### src/rtl/ib_lut_bank_rd_sched.sv
// ============================================================================
// Module  : ib_lut_bank_rd_sched
// Brief   : Schedules four port reads onto two dual-port LUT banks and returns
//           all four LUT outputs as one response. Optional macro
//           IB_RD_ADDR_MERGE_EN lets identical {bank,page} requests share a
//           RAM port.
// Revision: 1.0 - initial release
// ============================================================================
`default_nettype none

module ib_lut_bank_rd_sched #(
  parameter int ADDR_BW = 3,
  parameter int DATA_BW = 3
) (
  input  logic               i_sys_clk,
  input  logic               i_rstn,
  input  logic               i_req_valid,
  output logic               o_req_ready,
  input  logic [ADDR_BW-1:0] i_page_addr_a,
  input  logic [ADDR_BW-1:0] i_page_addr_b,
  input  logic [ADDR_BW-1:0] i_page_addr_c,
  input  logic [ADDR_BW-1:0] i_page_addr_d,
  input  logic               i_bank_addr_a,
  input  logic               i_bank_addr_b,
  input  logic               i_bank_addr_c,
  input  logic               i_bank_addr_d,
  output logic               o_bank0_en_p0,
  output logic               o_bank0_en_p1,
  output logic               o_bank1_en_p0,
  output logic               o_bank1_en_p1,
  output logic [ADDR_BW-1:0] o_bank0_addr_p0,
  output logic [ADDR_BW-1:0] o_bank0_addr_p1,
  output logic [ADDR_BW-1:0] o_bank1_addr_p0,
  output logic [ADDR_BW-1:0] o_bank1_addr_p1,
  input  logic [DATA_BW-1:0] i_bank0_dout_p0,
  input  logic [DATA_BW-1:0] i_bank0_dout_p1,
  input  logic [DATA_BW-1:0] i_bank1_dout_p0,
  input  logic [DATA_BW-1:0] i_bank1_dout_p1,
  output logic               o_rsp_valid,
  input  logic               i_rsp_ready,
  output logic [DATA_BW-1:0] o_rsp_data_a,
  output logic [DATA_BW-1:0] o_rsp_data_b,
  output logic [DATA_BW-1:0] o_rsp_data_c,
  output logic [DATA_BW-1:0] o_rsp_data_d
);

  typedef enum logic [1:0] {
    S_IDLE  = 2'd0,
    S_ISSUE = 2'd1,
    S_DRAIN = 2'd2,
    S_RSP   = 2'd3
  } t_state;

  t_state                          r_state;
  logic                            r_req_ready;
  logic                            r_rsp_valid;
  logic [3:0]                      r_pending;
  logic [3:0][ADDR_BW-1:0]         r_page;
  logic [3:0]                      r_bank;
  logic [3:0]                      r_gv;
  logic [3:0]                      r_gp;
  logic [3:0][DATA_BW-1:0]         r_rsp;

  logic [3:0]                      w_gnt;
  logic [3:0]                      w_gport;
  logic [1:0][1:0]                 w_en;
  logic [1:0][1:0][ADDR_BW-1:0]    w_addr;
  logic [1:0][1:0][DATA_BW-1:0]    w_dout;
  logic [3:0]                      w_left;

  assign w_dout[0][0] = i_bank0_dout_p0;
  assign w_dout[0][1] = i_bank0_dout_p1;
  assign w_dout[1][0] = i_bank1_dout_p0;
  assign w_dout[1][1] = i_bank1_dout_p1;

  // Per bank, walk ports in priority order A..D and hand out up to two RAM ports.
  always_comb begin
    logic [1:0] v_cnt;
    logic       v_merged;
    w_gnt    = '0;
    w_gport  = '0;
    w_en     = '0;
    w_addr   = '0;
    v_cnt    = '0;
    v_merged = 1'b0;
    if (r_state == S_ISSUE) begin
      for (int b = 0; b < 2; b++) begin
        v_cnt = '0;
        for (int i = 0; i < 4; i++) begin
          if (r_pending[i] && (r_bank[i] == b[0])) begin
            v_merged = 1'b0;
`ifdef IB_RD_ADDR_MERGE_EN
            for (int j = 0; j < i; j++) begin
              if (!v_merged && w_gnt[j] && (r_bank[j] == r_bank[i]) &&
                  (r_page[j] == r_page[i])) begin
                v_merged   = 1'b1;
                w_gnt[i]   = 1'b1;
                w_gport[i] = w_gport[j];
              end
            end
`endif
            if (!v_merged && (v_cnt < 2'd2)) begin
              w_gnt[i]               = 1'b1;
              w_gport[i]             = v_cnt[0];
              w_en[b][v_cnt[0]]      = 1'b1;
              w_addr[b][v_cnt[0]]    = r_page[i];
              v_cnt                  = v_cnt + 2'd1;
            end
          end
        end
      end
    end
  end

  assign w_left = r_pending & ~w_gnt;

  always_ff @(posedge i_sys_clk) begin
    if (!i_rstn) begin
      r_state     <= S_IDLE;
      r_req_ready <= 1'b1;
      r_rsp_valid <= 1'b0;
      r_pending   <= '0;
      r_page      <= '0;
      r_bank      <= '0;
      r_gv        <= '0;
      r_gp        <= '0;
      r_rsp       <= '0;
    end else begin
      // Data returns one cycle after the grant; capture overlaps the next issue.
      for (int i = 0; i < 4; i++) begin
        if (r_gv[i]) r_rsp[i] <= w_dout[r_bank[i]][r_gp[i]];
      end
      case (r_state)
        S_IDLE: begin
          r_gv <= '0;
          if (i_req_valid) begin
            r_page      <= {i_page_addr_d, i_page_addr_c, i_page_addr_b, i_page_addr_a};
            r_bank      <= {i_bank_addr_d, i_bank_addr_c, i_bank_addr_b, i_bank_addr_a};
            r_pending   <= 4'b1111;
            r_req_ready <= 1'b0;
            r_state     <= S_ISSUE;
          end
        end
        S_ISSUE: begin
          r_gv      <= w_gnt;
          r_gp      <= w_gport;
          r_pending <= w_left;
          if (w_left == 4'b0000) r_state <= S_DRAIN;
        end
        S_DRAIN: begin
          r_gv        <= '0;
          r_rsp_valid <= 1'b1;
          r_state     <= S_RSP;
        end
        S_RSP: begin
          if (i_rsp_ready) begin
            r_rsp_valid <= 1'b0;
            r_req_ready <= 1'b1;
            r_state     <= S_IDLE;
          end
        end
        default: r_state <= S_IDLE;
      endcase
    end
  end

  assign o_req_ready     = r_req_ready;
  assign o_rsp_valid     = r_rsp_valid;
  assign o_rsp_data_a    = r_rsp[0];
  assign o_rsp_data_b    = r_rsp[1];
  assign o_rsp_data_c    = r_rsp[2];
  assign o_rsp_data_d    = r_rsp[3];
  assign o_bank0_en_p0   = w_en[0][0];
  assign o_bank0_en_p1   = w_en[0][1];
  assign o_bank1_en_p0   = w_en[1][0];
  assign o_bank1_en_p1   = w_en[1][1];
  assign o_bank0_addr_p0 = w_addr[0][0];
  assign o_bank0_addr_p1 = w_addr[0][1];
  assign o_bank1_addr_p0 = w_addr[1][0];
  assign o_bank1_addr_p1 = w_addr[1][1];

endmodule

`default_nettype wire

### config.mk
export PLATFORM = sky130hd
export DESIGN_NAME = ib_lut_bank_rd_sched
export DESIGN_NICKNAME = d
export VERILOG_FILES = /design/src/rtl/ib_lut_bank_rd_sched.sv
export SDC_FILE = /design/constraint.sdc
export NUM_CORES = 1
export LEC_CHECK = 0
export BUFFER_PORTS_ARGS = -buffer_cell sky130_fd_sc_hd__buf_4
export CAP_MARGIN = 20
export CORE_MARGIN = 1.5
export CORE_UTILIZATION = 54
export DETAILED_ROUTE_END_ITERATION = 7
export PLACE_DENSITY = 0.8
export SLEW_MARGIN = 25
export SYNTH_ARGS = -nofsm -noshare
export SYNTH_HDL_FRONTEND = slang
export SYNTH_SLANG_ARGS = --single-unit
export TNS_END_PERCENT = 10
### constraint.sdc
create_clock -name i_sys_clk -period 2.8 [get_ports i_sys_clk]
set_input_delay 0.42 -clock i_sys_clk [delete_from_list [all_inputs] [get_ports i_sys_clk]]
set_output_delay 0.42 -clock i_sys_clk [all_outputs]
set_load 0.005 [all_outputs]
==> impl_metrics.yaml <==
drt:
  drcViolationCount: 0
  dr.pass1.iters: 4
  ant_nets: 0
  vias_per_cell: 5.58
  drt_iter0_markers: 120
  wl_mm: 6.75
  wl_per_cell_microns: 15.3
  num_vias: 2462
synthesis:
  synth_top_family_by_area: "simple AND/OR/NAND/NOR gates"
  syn_nets: 355
  yosys.area_share.simple_pct: 23.8
  yosysSeqAreaShare_pct: 30.9
  synth_edf_count: 0
  netlist_top_cells_area: "dfxtp_1, nand2_1, mux2i_1"
  synth_top_area_share_pct: 30.9
  postSynthCellCount: 313
  post-synth-top-area-cell: "dfxtp_1"
  syn-cell-area_sq_um: 2720
  synth_compound_area_share_pct: 20.5
  synth_xor_area_share_pct: 0
  yosys_warnings: 0
  async_reset_ff_share_pct: 0
  ys_ff_latch: 42
  synth.distinct_cells: 43
  synthAdderAreaFrac_pct: 4.60
  synth_ff_type: "dfxtp_1"
  synthMuxAreaShare_pct: 15.6
  post_synth.cell_area_avg_sq_um: 8.69
setup_path:
  cpMaxStageDelayCell: "dfxtp_2"
  path_common_cell: "buf_4"
  endpoint_kind: "primary output"
  critical_path.max_fanout: 8
  cp_cell_sequence: "buf_4 > nand2_1 > inv_1 > ha_1 > buf_4 > a211oi_4 > o21ai_4 > o211ai_1 > o211a_1 > buf_4"
  crit_buf_inv: 4
  cp.arrival_ns: 2.30
  startpoint_type: "flip-flop"
  cp_slowest_stage_delay_ns: 0.36
  worstSetupPathType: "reg2out"
  cp_top_family: "compound AO/OA/AOI/OAI gates"
  required_ns: 2.38
floorplanning:
  rows: 25
  io_pins: 62
  die_w_microns: 74.0
  fp.dieH_microns: 74.0
  die_area_sq_um: 5470
  coreArea_sq_um: 4790
  start_util_pct: 56.8
timing:
  worst_slew_pin_slew_ns: 0.646
  finClkSkew_ns: 0.00960
  hold_viol: 0
  fmax_mhz: 368
  period_share_pct: 97.1
  report.final.slew_viol_count: 0
  finalHoldWorstSlack_ns: 0.371
  tns_ns: 0
  setup_viol: 0
  period_minus_slack_ns: 2.72
  rsz0062_at_grt: "true"
  slew_headroom_pct: 56.9
clocking:
  ctsHoldBuffers: 0
  cts_buffer_depth: 2
  cts_sinks: 42
  numCtsBuffers: 5
  root_buffer: "clkbuf_8"
  cts_max_level: 2
  cts.clk_slew.worst_paths_ns: 0.08
  insertion_delay_ns: 0.30
  cts_tree: "built"
layout:
  final_nets: 415
  final_common_cell: "buf_4"
  antenna_cells: 0
  nFillCells: 391
  drive_gt1_share_pct: 28.6
  mostFrequentLayoutCells: "buf_4, nand2_1, dfxtp_1"
  syn_to_final_growth_pct: 24.2
placement:
  dp.final_hpwl_mm: 4.95
  place_congestion: 0.921
  port_buffers: 61
min_path:
  min_path_type: "in2reg"
global_route:
  grt_pass1_wl_mm: 10.7
  antenna_found_initial: 0
  grt_max_degree: 45
  grt_pass1_vias: 2277
  grt_use_total_pct: 25.5
  grt-ovfl-total: 0
power:
  power_density_nw_per_um2: 701
  p_leak_nw: 1.37
  vdd_drop_max_v: 0.000491
flow_run:
  drv_cap: 0
status:
  run_status: "completed"
==> sequential cells by signal (all words and copies together), names as in the netlist <==
register / cells
o_req_ready: 1
o_rsp_data_d: 3
r_bank: 4
o_rsp_valid: 1
o_rsp_data_a: 3
r_pending: 3
o_rsp_data_c: 3
o_rsp_data_b: 3
r_gv: 4
r_gp: 3
r_state: 2
r_page: 12
==> stage by stage <==
step | power, mW | util, % | instance area [sq um] | cells | setup WS, ns
2_1_floorplan | 1.59 | - | 2720 | 313 | 0.442
3_3_place_gp | 1.85 | 67.3 | 3220 | 431 | 0.387
3_5_place_dp | 1.87 | 67.3 | 3220 | 431 | 0.278
4_1_cts | 2.35 | 69.8 | 3340 | 439 | 0.0551
5_1_grt | 2.53 | 70.6 | 3380 | 441 | -0.0312
6_report | 2.37 | 70.6 | 3380 | 441 | 0.0824
==> Yosys cell counts, types with 3 or more instances <==
cell type and count:
nand2_1 67, dfxtp_1 42, mux2i_1 22, a21boi_0 19
o21ai_0 19, a21oi_1 18, nor2b_1 17, nor2_1 12
ha_1 10, inv_1 9, mux4_2 9, o211a_1 9
buf_2 7, clkbuf_1 7, nand2b_1 6, a22oi_1 3
a31oi_1 3
==> worst register-to-register path: cells and delay by family, from the launching register on <==
kind,cells,cell delay [ns]
compound gates,1,0.31
simple gates,3,0.45
mux,1,0.24
flops,1,0.36
fa+ha+maj,1,0.21
buf+inv,4,0.60
==> per-layer routing <==
layer | routed length, microns | GRT usage (%) | vias up | part of all wire [%]
li1 | - | - | 1229 | -
met1 | 3050 | 34.2 | 1130 | 45
met2 | 3200 | 40.8 | 91 | 47
met3 | 376 | 4.20 | 12 | 5.6
met4 | 124 | 11.1 | 0 | 1.8
met5 | 0 | 0 | - | 0
==> area by class of cell <==
type	count	area (sq um)	share of cell area (%)
Timing Repair Buffer	70	526	15.6
Multi-Input combinational cell	245	1780	52.8
Inverter	9	33.8	1.00
Tap cell	67	83.8	2.48
Clock inverter	3	40.0	1.19
Sequential cell	42	842	24.9
Clock buffer	5	68.8	2.04
==> path summary, 6_finish.rpt <==
path	start	depth (start not counted)	slack (ns)	to
worst min register to register	r_page[2]	2	0.49	r_page[2]
worst min-delay path	i_page_addr_d[0]	3	0.37	r_page[9]
worst max register to register	r_pending[1]	10	0.55	r_state[0]
worst max-delay path	r_pending[1]	10	0.08	o_bank1_addr_p1[0]
==> cells by family (layout without fill, tap and decap cells) <==
| group | Yosys count | in the layout |
|---|---|---|
| buf+inv | 26 | 87 |
| compound gates | 81 | 81 |
| fa+ha+maj | 10 | 10 |
| simple gates | 123 | 123 |
| flops | 42 | 42 |
| mux | 31 | 31 |
==> power breakdown <==
group          total, mW  internal [mW]  switching (mW)
Clock              0.468          0.262           0.205
Sequential         0.878          0.712           0.166
Combinational       1.02          0.463           0.559
==> what timing repair did <==
item | CTS | global route
setup buffers | 0 | 2
gates resized for setup | 2 | 5
pin swaps | 0 | 2
endpoints found under the setup margin | 3 | 10
endpoints found under the hold margin | 0 | 0
No activity file was read; power rests on OpenSTA's default activity.
